<file path="src/rtl/pc_fetch_unit.sv">
// -----------------------------------------------------------------------------
// pc_fetch_unit
//   Program-counter register and instruction-fetch sequencer. Issues word
//   fetches over a req/ack handshake, presents the fetched instruction and its
//   PC to decode, and redirects on a branch/jump pulse from execute.
//
// Optional feature macro: PC_ALIGN_CHECK_EN
//   undefined : branch target bits [1:0] are forced to zero, misalign_o is 0.
//   defined   : a misaligned redirect is not taken; the unit parks in TRAP
//               (after any outstanding fetch completes) with misalign_o sticky.
//
// Ports
//   clk, rst_n        core clock, synchronous active-low reset
//   stall_i           decode not ready, hold presented instruction
//   branch_taken_i    one-cycle redirect pulse
//   branch_target_i   redirect target address
//   imem_req_o        fetch request, held until imem_ack_i
//   imem_addr_o       fetch address, stable while request pending
//   imem_ack_i        instruction memory data valid this cycle
//   imem_rdata_i      instruction word
//   instr_valid_o     instr_o / instr_pc_o valid for decode
//   instr_o           fetched instruction
//   instr_pc_o        PC of instr_o
//   misalign_o        misaligned-target trap flag
// -----------------------------------------------------------------------------
module pc_fetch_unit #(
  parameter logic [31:0] RESET_PC = 32'h0000_0000,
  parameter int unsigned PC_STEP  = 4
) (
  input  logic        clk,
  input  logic        rst_n,
  input  logic        stall_i,
  input  logic        branch_taken_i,
  input  logic [31:0] branch_target_i,
  output logic        imem_req_o,
  output logic [31:0] imem_addr_o,
  input  logic        imem_ack_i,
  input  logic [31:0] imem_rdata_i,
  output logic        instr_valid_o,
  output logic [31:0] instr_o,
  output logic [31:0] instr_pc_o,
  output logic        misalign_o
);

  typedef enum logic [2:0] {
    IDLE  = 3'd0,
    FETCH = 3'd1,
    FLUSH = 3'd2,
    HOLD  = 3'd3,
    TRAP  = 3'd4
  } state_t;

  localparam logic [31:0] NOP_INSTR = 32'h0000_0013;
  localparam logic [31:0] STEP      = PC_STEP[31:0];

  state_t      state_r, state_s;
  logic [31:0] pc_r, pc_s;
  logic [31:0] addr_r, addr_s;
  logic        req_r, req_s;
  logic        valid_r, valid_s;
  logic [31:0] instr_r, instr_s;
  logic [31:0] instr_pc_r, instr_pc_s;
  logic        misalign_r, misalign_s;
  // Misaligned redirect seen while a fetch is still outstanding: go to TRAP
  // once that fetch is acknowledged.
  logic        trap_pend_r, trap_pend_s;

  logic        bad_tgt_s;
  logic [31:0] tgt_s;

`ifdef PC_ALIGN_CHECK_EN
  assign bad_tgt_s = (branch_target_i[1:0] != 2'b00);
  assign tgt_s     = branch_target_i;
`else
  logic unused_tgt_lsb_s;
  assign unused_tgt_lsb_s = ^branch_target_i[1:0];
  assign bad_tgt_s        = 1'b0;
  assign tgt_s            = {branch_target_i[31:2], 2'b00};
`endif

  // Next-state and next-output computation for the fetch sequencer.
  always_comb begin
    state_s     = state_r;
    pc_s        = pc_r;
    addr_s      = addr_r;
    valid_s     = valid_r;
    instr_s     = instr_r;
    instr_pc_s  = instr_pc_r;
    misalign_s  = misalign_r;
    trap_pend_s = trap_pend_r;
    case (state_r)
      IDLE: begin
        state_s = FETCH;
        addr_s  = pc_r;
      end
      FETCH: begin
        if (imem_ack_i) begin
          if (branch_taken_i) begin
            // Redirect coincides with the ack: the returned word is squashed.
            if (bad_tgt_s) begin
              state_s    = TRAP;
              misalign_s = 1'b1;
            end else begin
              pc_s    = tgt_s;
              addr_s  = tgt_s;
              state_s = FETCH;
            end
          end else begin
            instr_s    = imem_rdata_i;
            instr_pc_s = addr_r;
            valid_s    = 1'b1;
            state_s    = HOLD;
          end
        end else begin
          if (branch_taken_i) begin
            // Outstanding request must still complete at the old address.
            state_s = FLUSH;
            if (bad_tgt_s) begin
              trap_pend_s = 1'b1;
              misalign_s  = 1'b1;
            end else begin
              pc_s = tgt_s;
            end
          end else begin
            state_s = FETCH;
          end
        end
      end
      FLUSH: begin
        if (imem_ack_i) begin
          if (trap_pend_r) begin
            state_s = TRAP;
          end else if (branch_taken_i && bad_tgt_s) begin
            state_s    = TRAP;
            misalign_s = 1'b1;
          end else if (branch_taken_i) begin
            pc_s    = tgt_s;
            addr_s  = tgt_s;
            state_s = FETCH;
          end else begin
            addr_s  = pc_r;
            state_s = FETCH;
          end
        end else begin
          if (branch_taken_i && !trap_pend_r) begin
            // Last redirect wins.
            if (bad_tgt_s) begin
              trap_pend_s = 1'b1;
              misalign_s  = 1'b1;
            end else begin
              pc_s = tgt_s;
            end
          end else begin
            state_s = FLUSH;
          end
        end
      end
      HOLD: begin
        if (branch_taken_i) begin
          valid_s = 1'b0;
          if (bad_tgt_s) begin
            state_s    = TRAP;
            misalign_s = 1'b1;
          end else begin
            pc_s    = tgt_s;
            addr_s  = tgt_s;
            state_s = FETCH;
          end
        end else if (!stall_i) begin
          valid_s = 1'b0;
          pc_s    = instr_pc_r + STEP;
          addr_s  = instr_pc_r + STEP;
          state_s = FETCH;
        end else begin
          state_s = HOLD;
        end
      end
      TRAP: begin
        state_s = TRAP;
      end
      default: begin
        state_s = IDLE;
      end
    endcase
  end

  // Request is asserted exactly while a fetch is pending.
  always_comb begin
    req_s = 1'b0;
    if ((state_s == FETCH) || (state_s == FLUSH)) begin
      req_s = 1'b1;
    end else begin
      req_s = 1'b0;
    end
  end

  // State and output registers.
  always_ff @(posedge clk) begin
    if (!rst_n) begin
      state_r     <= IDLE;
      pc_r        <= RESET_PC;
      addr_r      <= RESET_PC;
      req_r       <= 1'b0;
      valid_r     <= 1'b0;
      instr_r     <= NOP_INSTR;
      instr_pc_r  <= RESET_PC;
      misalign_r  <= 1'b0;
      trap_pend_r <= 1'b0;
    end else begin
      state_r     <= state_s;
      pc_r        <= pc_s;
      addr_r      <= addr_s;
      req_r       <= req_s;
      valid_r     <= valid_s;
      instr_r     <= instr_s;
      instr_pc_r  <= instr_pc_s;
      misalign_r  <= misalign_s;
      trap_pend_r <= trap_pend_s;
    end
  end

  assign imem_req_o    = req_r;
  assign imem_addr_o   = addr_r;
  assign instr_valid_o = valid_r;
  assign instr_o       = instr_r;
  assign instr_pc_o    = instr_pc_r;
  assign misalign_o    = misalign_r;

endmodule

</file>
<file path="config.mk">
export PLATFORM = sky130hd
export DESIGN_NAME = pc_fetch_unit
export DESIGN_NICKNAME = d
export VERILOG_FILES = /design/src/rtl/pc_fetch_unit.sv
export SDC_FILE = /design/constraint.sdc
export NUM_CORES = 1
export LEC_CHECK = 0
export CAP_MARGIN = 20
export CORE_MARGIN = 3
export CORE_UTILIZATION = 29
export DETAILED_ROUTE_END_ITERATION = 12
export GPL_TIMING_DRIVEN = 0
export HOLD_SLACK_MARGIN = 0.05
export SYNTH_ARGS = -nofsm -noshare
export SYNTH_HDL_FRONTEND = slang
export SYNTH_SLANG_ARGS = --single-unit
</file>
<file path="constraint.sdc">
create_clock -name clk -period 3.77 [get_ports clk]
set_input_delay 0.754 -clock clk [delete_from_list [all_inputs] [get_ports clk]]
set_output_delay 0.754 -clock clk [all_outputs]
set_load 0.01 [all_outputs]
</file>
Yosys cells after proc, flatten, opt, wreduce, memory -nomap -nowiden
Index checks and enable logic that the tools add are counted.
{"block": "word_totals", "regBits": 133, "inputBits": 69, "output_inout_bits": 99, "elab_cells": 53}
{"block": "classes", "n_addsub": 1, "n_eq_ne": 12, "muxes": 23, "n_bitwise": 1, "reduce_logical": 9}
{"operator": "two-way mux 32 bit", "count": 7}
{"operator": "one-hot mux 32 bit (4 select lines)", "count": 1}
{"operator": "one-hot mux 32 bit (3 select lines)", "count": 1}
{"operator": "adder 32 x 3 -> 32 bit, second input constant", "count": 1}
{"operator": "one-hot mux 3 bit (5 select lines)", "count": 1}
{"operator": "== test 3 x 2 -> 1 bit, second input constant", "count": 3}
{"operator": "two-way mux 3 bit", "count": 3}
{"operator": "two-way mux 2 bit", "count": 4}
{"operator": "!= test 2 bit, second input constant", "count": 4}
{"operator": "== test 3 x 1 -> 1 bit, second input constant", "count": 2}
{"operator": "!= test 3 bit, second input constant", "count": 2}
{"operator": "AND reduction 3 bit", "count": 2}
{"operator": "two-way mux 1 bit", "count": 5}
{"operator": "AND reduction 5 bit", "count": 1}
{"operator": "AND reduction 4 bit", "count": 1}
{"operator": "nonzero test 4 bit", "count": 1}
{"operator": "== test 3 bit, second input constant", "count": 1}
{"operator": "logical NOT 3 bit", "count": 1}
{"operator": "nonzero test 3 bit", "count": 1}
{"operator": "one-hot mux 1 bit (2 select lines)", "count": 1}
{"operator": "nonzero test 2 bit", "count": 1}
{"operator": "logical OR 1 bit", "count": 1}
{"operator": "NOT 1 bit", "count": 1}

Depth between registers and ports, before layout
{"block": "depth", "depth_word": 6, "mapped_depth": 12, "mapped_depth_nobuf": 8}

Least setup slack after synthesis
OpenSTA, ideal clock, no wires.
{"block": "synth_timing", "path_type": "input to register", "from": "input branch_taken_i", "to": "register pc_r[27]", "setup_ns": 0.059, "arrival_time_ns": 2.905, "t_required_ns": 3.711, "setup_slack_ns": 0.806, "path_stages": 11, "n_path_buf": 4, "path_cell_list": "clkbuf_1 -> clkinv_1 -> clkbuf_1 -> clkbuf_1 -> ha_1 -> nor2_1 -> a22oi_1 -> nor2_1 -> clkbuf_1 -> a21oi_1 -> a22o_1"}
{"block": "synth_between", "elab_chain_len": 3, "elab_cells_between_ends": 7, "classes_between": "eq/ne (2); mux (4); reduce/logical (1)"}
{"element": "from (decl)", "line": "33", "source": "input logic branch_taken_i,"}
{"element": "two-way mux 32 bit (2 in series)"}
{"element": "one-hot mux 32 bit (3 select lines)", "line": "91", "source": "case (state_r)"}
{"element": "to (signal assigned)", "line": "211", "source": "pc_r <= pc_s;"}
{"element": "to (decl)", "line": "57", "source": "logic [31:0] pc_r, pc_s;"}
Parallel ways exist; a longest one is shown, timed or not.
A chain may end at the register's enable or synchronous reset.

Worst setup path after layout
{"block": "layout_timing", "from": "input branch_taken_i", "to": "register pc_r[29]"}
Same word-level chain as after synthesis.

==> results.ini <==
[route]
drt_iter0_markers=1017
first_pass_iters=8
drc_errors=0
drt-total-wl_um=30800
via_per_inst=5.55
drt-wirelength-per-cell_um=21.4
ant_nets=0
num_vias=7997

[setup_path]
reg2reg_depth=7
crit_type=in2reg
crit_path_start_kind=input port
r2r-start=state_r[1]$_SDFF_PN0_
crit_path_end=pc_r[29]$_SDFFE_PN0P_
critPathArrivalTime_ns=3.74
worstSetupEndpointType=flip-flop
cp_data_required_time_ns=4.10
worst-path-max-fanout=18
r2r_slack_ns=1.05
critPathLaunch=branch_taken_i
rr_endpoint=imem_addr_o[17]$_SDFFE_PN0P_

[grt]
grt_pass1_vias=7600
antenna_found_initial=0
grt.total_usage_pct=23.1
grt_max_degree=17
grt_pass1_wl_um=46300
gr-total-overflow=0

[logic_synthesis]
synth_compound_area_share_pct=30.6
syn_avg_cell_area_um2=7.54
synth_mux_area_share_pct=0.429
synthSimpleGateAreaFrac_pct=21.8
ys_seq_elements=133
ys.flop_type=dfxtp_1
synth_async_sr_flop_share_pct=0
syn-num-nets=1002
synth_cell_types=72
synthAdderAreaFrac_pct=0.894
ys_seq_area_share_pct=38.0
yosys_warnings=0
synth_edf_count=0
syn_inst=928
synth_xor_area_share_pct=3.13
synth_top_family_by_area=compound AO/OA/AOI/OAI gates
syn_area_um2=7000

[worst_hold_path]
holdCritStartpoint=instr_o[13]$_SDFFE_PN0P_
hp-class=reg2reg

[final_layout]
n_fill_cell=2457
diodes=0
synthToLayoutAreaGrowth_pct=38.7
nNetsFinal=1182
seq_area_um2=2660
drive_above_1_share_pct=6.07
multi_input_area_um2=4000

[die]
core.rowCount=56
die_w_um=161
pin_count=168
core_area_um2=23600
die_area_um2=26000
initial_utilization_pct=29.6
die_h_um=161

[flow_run]
cap_viol_max_count=0

[placement]
io_buffers=163
gp_congestion=0.945
hpwl_um=22100

[clocking]
cts_made_buffers=17
clock-root-buffer=clkbuf_16
hold_buffers=0
insertion_delay_ns=0.43
cts_tree=done
clockBufferDepth=2
cts_setup_buffers=0
htree_levels=4
cts.sinks=133
clk_pin_slew_worst_paths_ns=0.06

[sta]
slew_violations=0
finClkSkew_ns=0.00664
hold_viol=0
tightest_slew_ns=0.906
tns_ns=0
period_minus_slack_ns=3.41
fmax_mhz=294
finalSetupViolCount=0
min_period_over_period_pct=90.3
rsz0062_at_grt=no
slew_headroom_pct=39.3

[outcome]
status=complete, no violations

[power]
powerDensity_nw_per_um2=436
p_leak_nw=3.38
ir_drop_mv=0.274
total_power_mw=4.23

-- per-stage QoR --
| stage | setup slack (ns) | cell area, um2 | hold slack, ns | util [%] | std cells |
|---|---|---|---|---|---|
| floorplan | 0.806 | 7000 | 0.439 | - | 928 |
| global placement | -1.11 | 9030 | 0.442 | 38.2 | 1410 |
| detailed placement | -1.09 | 9030 | 0.446 | 38.2 | 1410 |
| CTS | 0.0321 | 9700 | 0.454 | 41.1 | 1441 |
| global route | 0.0904 | 9710 | 0.473 | 41.1 | 1440 |
| finish | 0.365 | 9710 | 0.453 | 41.1 | 1440 |
-- how the worst min path moves through the flow --
stage                                to  slack [ns]  depth (start not counted)
2_1_floorplan      pc_r[7]$_SDFFE_PN0P_        0.44                          2
6_report       instr_o[13]$_SDFFE_PN0P_        0.45                          2
3_5_place_dp   instr_o[15]$_SDFFE_PN0P_        0.45                          2
5_1_grt        instr_o[13]$_SDFFE_PN0P_        0.47                          2
4_1_cts        instr_o[15]$_SDFFE_PN0P_        0.45                          2
3_3_place_gp   instr_o[29]$_SDFFE_PN0P_        0.44                          2
-- cells in the mapped netlist, types with 3 or more instances --
| library cell | count | area, um2 |
|---|---|---|
| a211oi_1 | 7 | 52.6 |
| a21o_1 | 15 | 113 |
| a21oi_1 | 124 | 621 |
| a221oi_1 | 10 | 87.6 |
| a22o_1 | 6 | 52.6 |
| a22oi_1 | 20 | 150 |
| a2bb2oi_1 | 4 | 35.0 |
| a31oi_1 | 6 | 37.5 |
| a32o_1 | 3 | 30.0 |
| a32oi_1 | 10 | 87.6 |
| and3_1 | 7 | 43.8 |
| and4_1 | 3 | 26.3 |
| buf_1 | 6 | 22.5 |
| buf_2 | 8 | 40.0 |
| clkbuf_1 | 57 | 214 |
| dfxtp_1 | 133 | 2660 |
| ha_1 | 5 | 62.6 |
| inv_1 | 11 | 41.3 |
| mux2i_1 | 3 | 30.0 |
| nand2_1 | 190 | 713 |
| nand2b_1 | 6 | 37.5 |
| nand3_1 | 20 | 100 |
| nand4_1 | 8 | 50.1 |
| nor2_1 | 61 | 229 |
| nor2b_1 | 7 | 43.8 |
| nor3_1 | 15 | 75.1 |
| nor4_4 | 3 | 63.8 |
| o211ai_1 | 6 | 45.0 |
| o21ai_0 | 56 | 280 |
| o221ai_1 | 5 | 43.8 |
| o22ai_1 | 15 | 93.8 |
| o2bb2ai_1 | 7 | 61.3 |
| o31a_1 | 3 | 26.3 |
| o31ai_1 | 8 | 60.1 |
| or3_1 | 5 | 31.3 |
| xnor2_1 | 12 | 105 |
| xor2_1 | 13 | 114 |
-- where the power goes --
group          switching, mW  internal, mW  leakage (nW)
logic                  0.440         0.313          1.98
registers             0.0739          1.48          1.08
clock network          0.719          1.20         0.316
total                   1.23          3.00          3.38
-- logic make-up (layout without fill, tap and decap cells) --
logic type	Yosys count	after routing
simple gates	338	338
mux	3	3
fa+ha+maj	5	5
compound gates	335	335
flops	133	133
xor+xnor	25	25
other cells	1	1
buf+inv	88	281
-- area by class of cell --
type / count / share of cell area (%)
Timing Repair Buffer: 163 / 16.8
Buffer: 71 / 3.04
Tap cell: 319 / 4.11
Clock buffer: 19 / 4.56
Multi-Input combinational cell: 707 / 41.2
Sequential cell: 133 / 27.4
Inverter: 15 / 0.593
Clock inverter: 13 / 2.27
-- cell usage in the layout, fill, tap and decap left out, types with 11 or more instances in the layout --
master,netlist,layout
nor2_1,61,61
nand2_1,190,189
nor3_1,15,15
o21ai_0,56,56
o22ai_1,15,15
a21o_1,15,15
clkbuf_16,0,17
xor2_1,13,13
xnor2_1,12,12
clkdlybuf4s50_1,0,163
a21oi_1,124,123
inv_1,11,11
dfxtp_1,133,133
clkbuf_1,57,50
nand3_1,20,20
a22oi_1,20,20
-- registers in the layout, indices dropped and copies added, names as in the netlist --
name,count
instr_pc_o,32
imem_req_o,1
pc_r,32
imem_addr_o,32
instr_valid_o,1
instr_o,32
state_r,3
-- what timing repair did --
item,in CTS,in global routing
pin swaps,0,0
resized for setup,8,5
setup endpoints to repair,95,91
-- per-layer routing --
layer	GRT usage, %	wire length [um]	vias to the layer above
li1	-	-	3715
met1	30.5	13200	3735
met2	34.8	13100	454
met3	6.98	3250	93
met4	10.4	1190	0
met5	0	0	-
-- worst max-delay path, cell delays in order --
cell and delay [ns]:
clkdlybuf4s50_1 0.48, clkbuf_1 0.28, clkinv_2 0.37, buf_2 0.36
ha_1 0.24, nor2_1 0.08, a22oi_1 0.10, nor2_1 0.14
clkbuf_2 0.28, clkbuf_2 0.35, a32oi_1 0.15, o32ai_1 0.14
(Power assumes the default switching activity.)
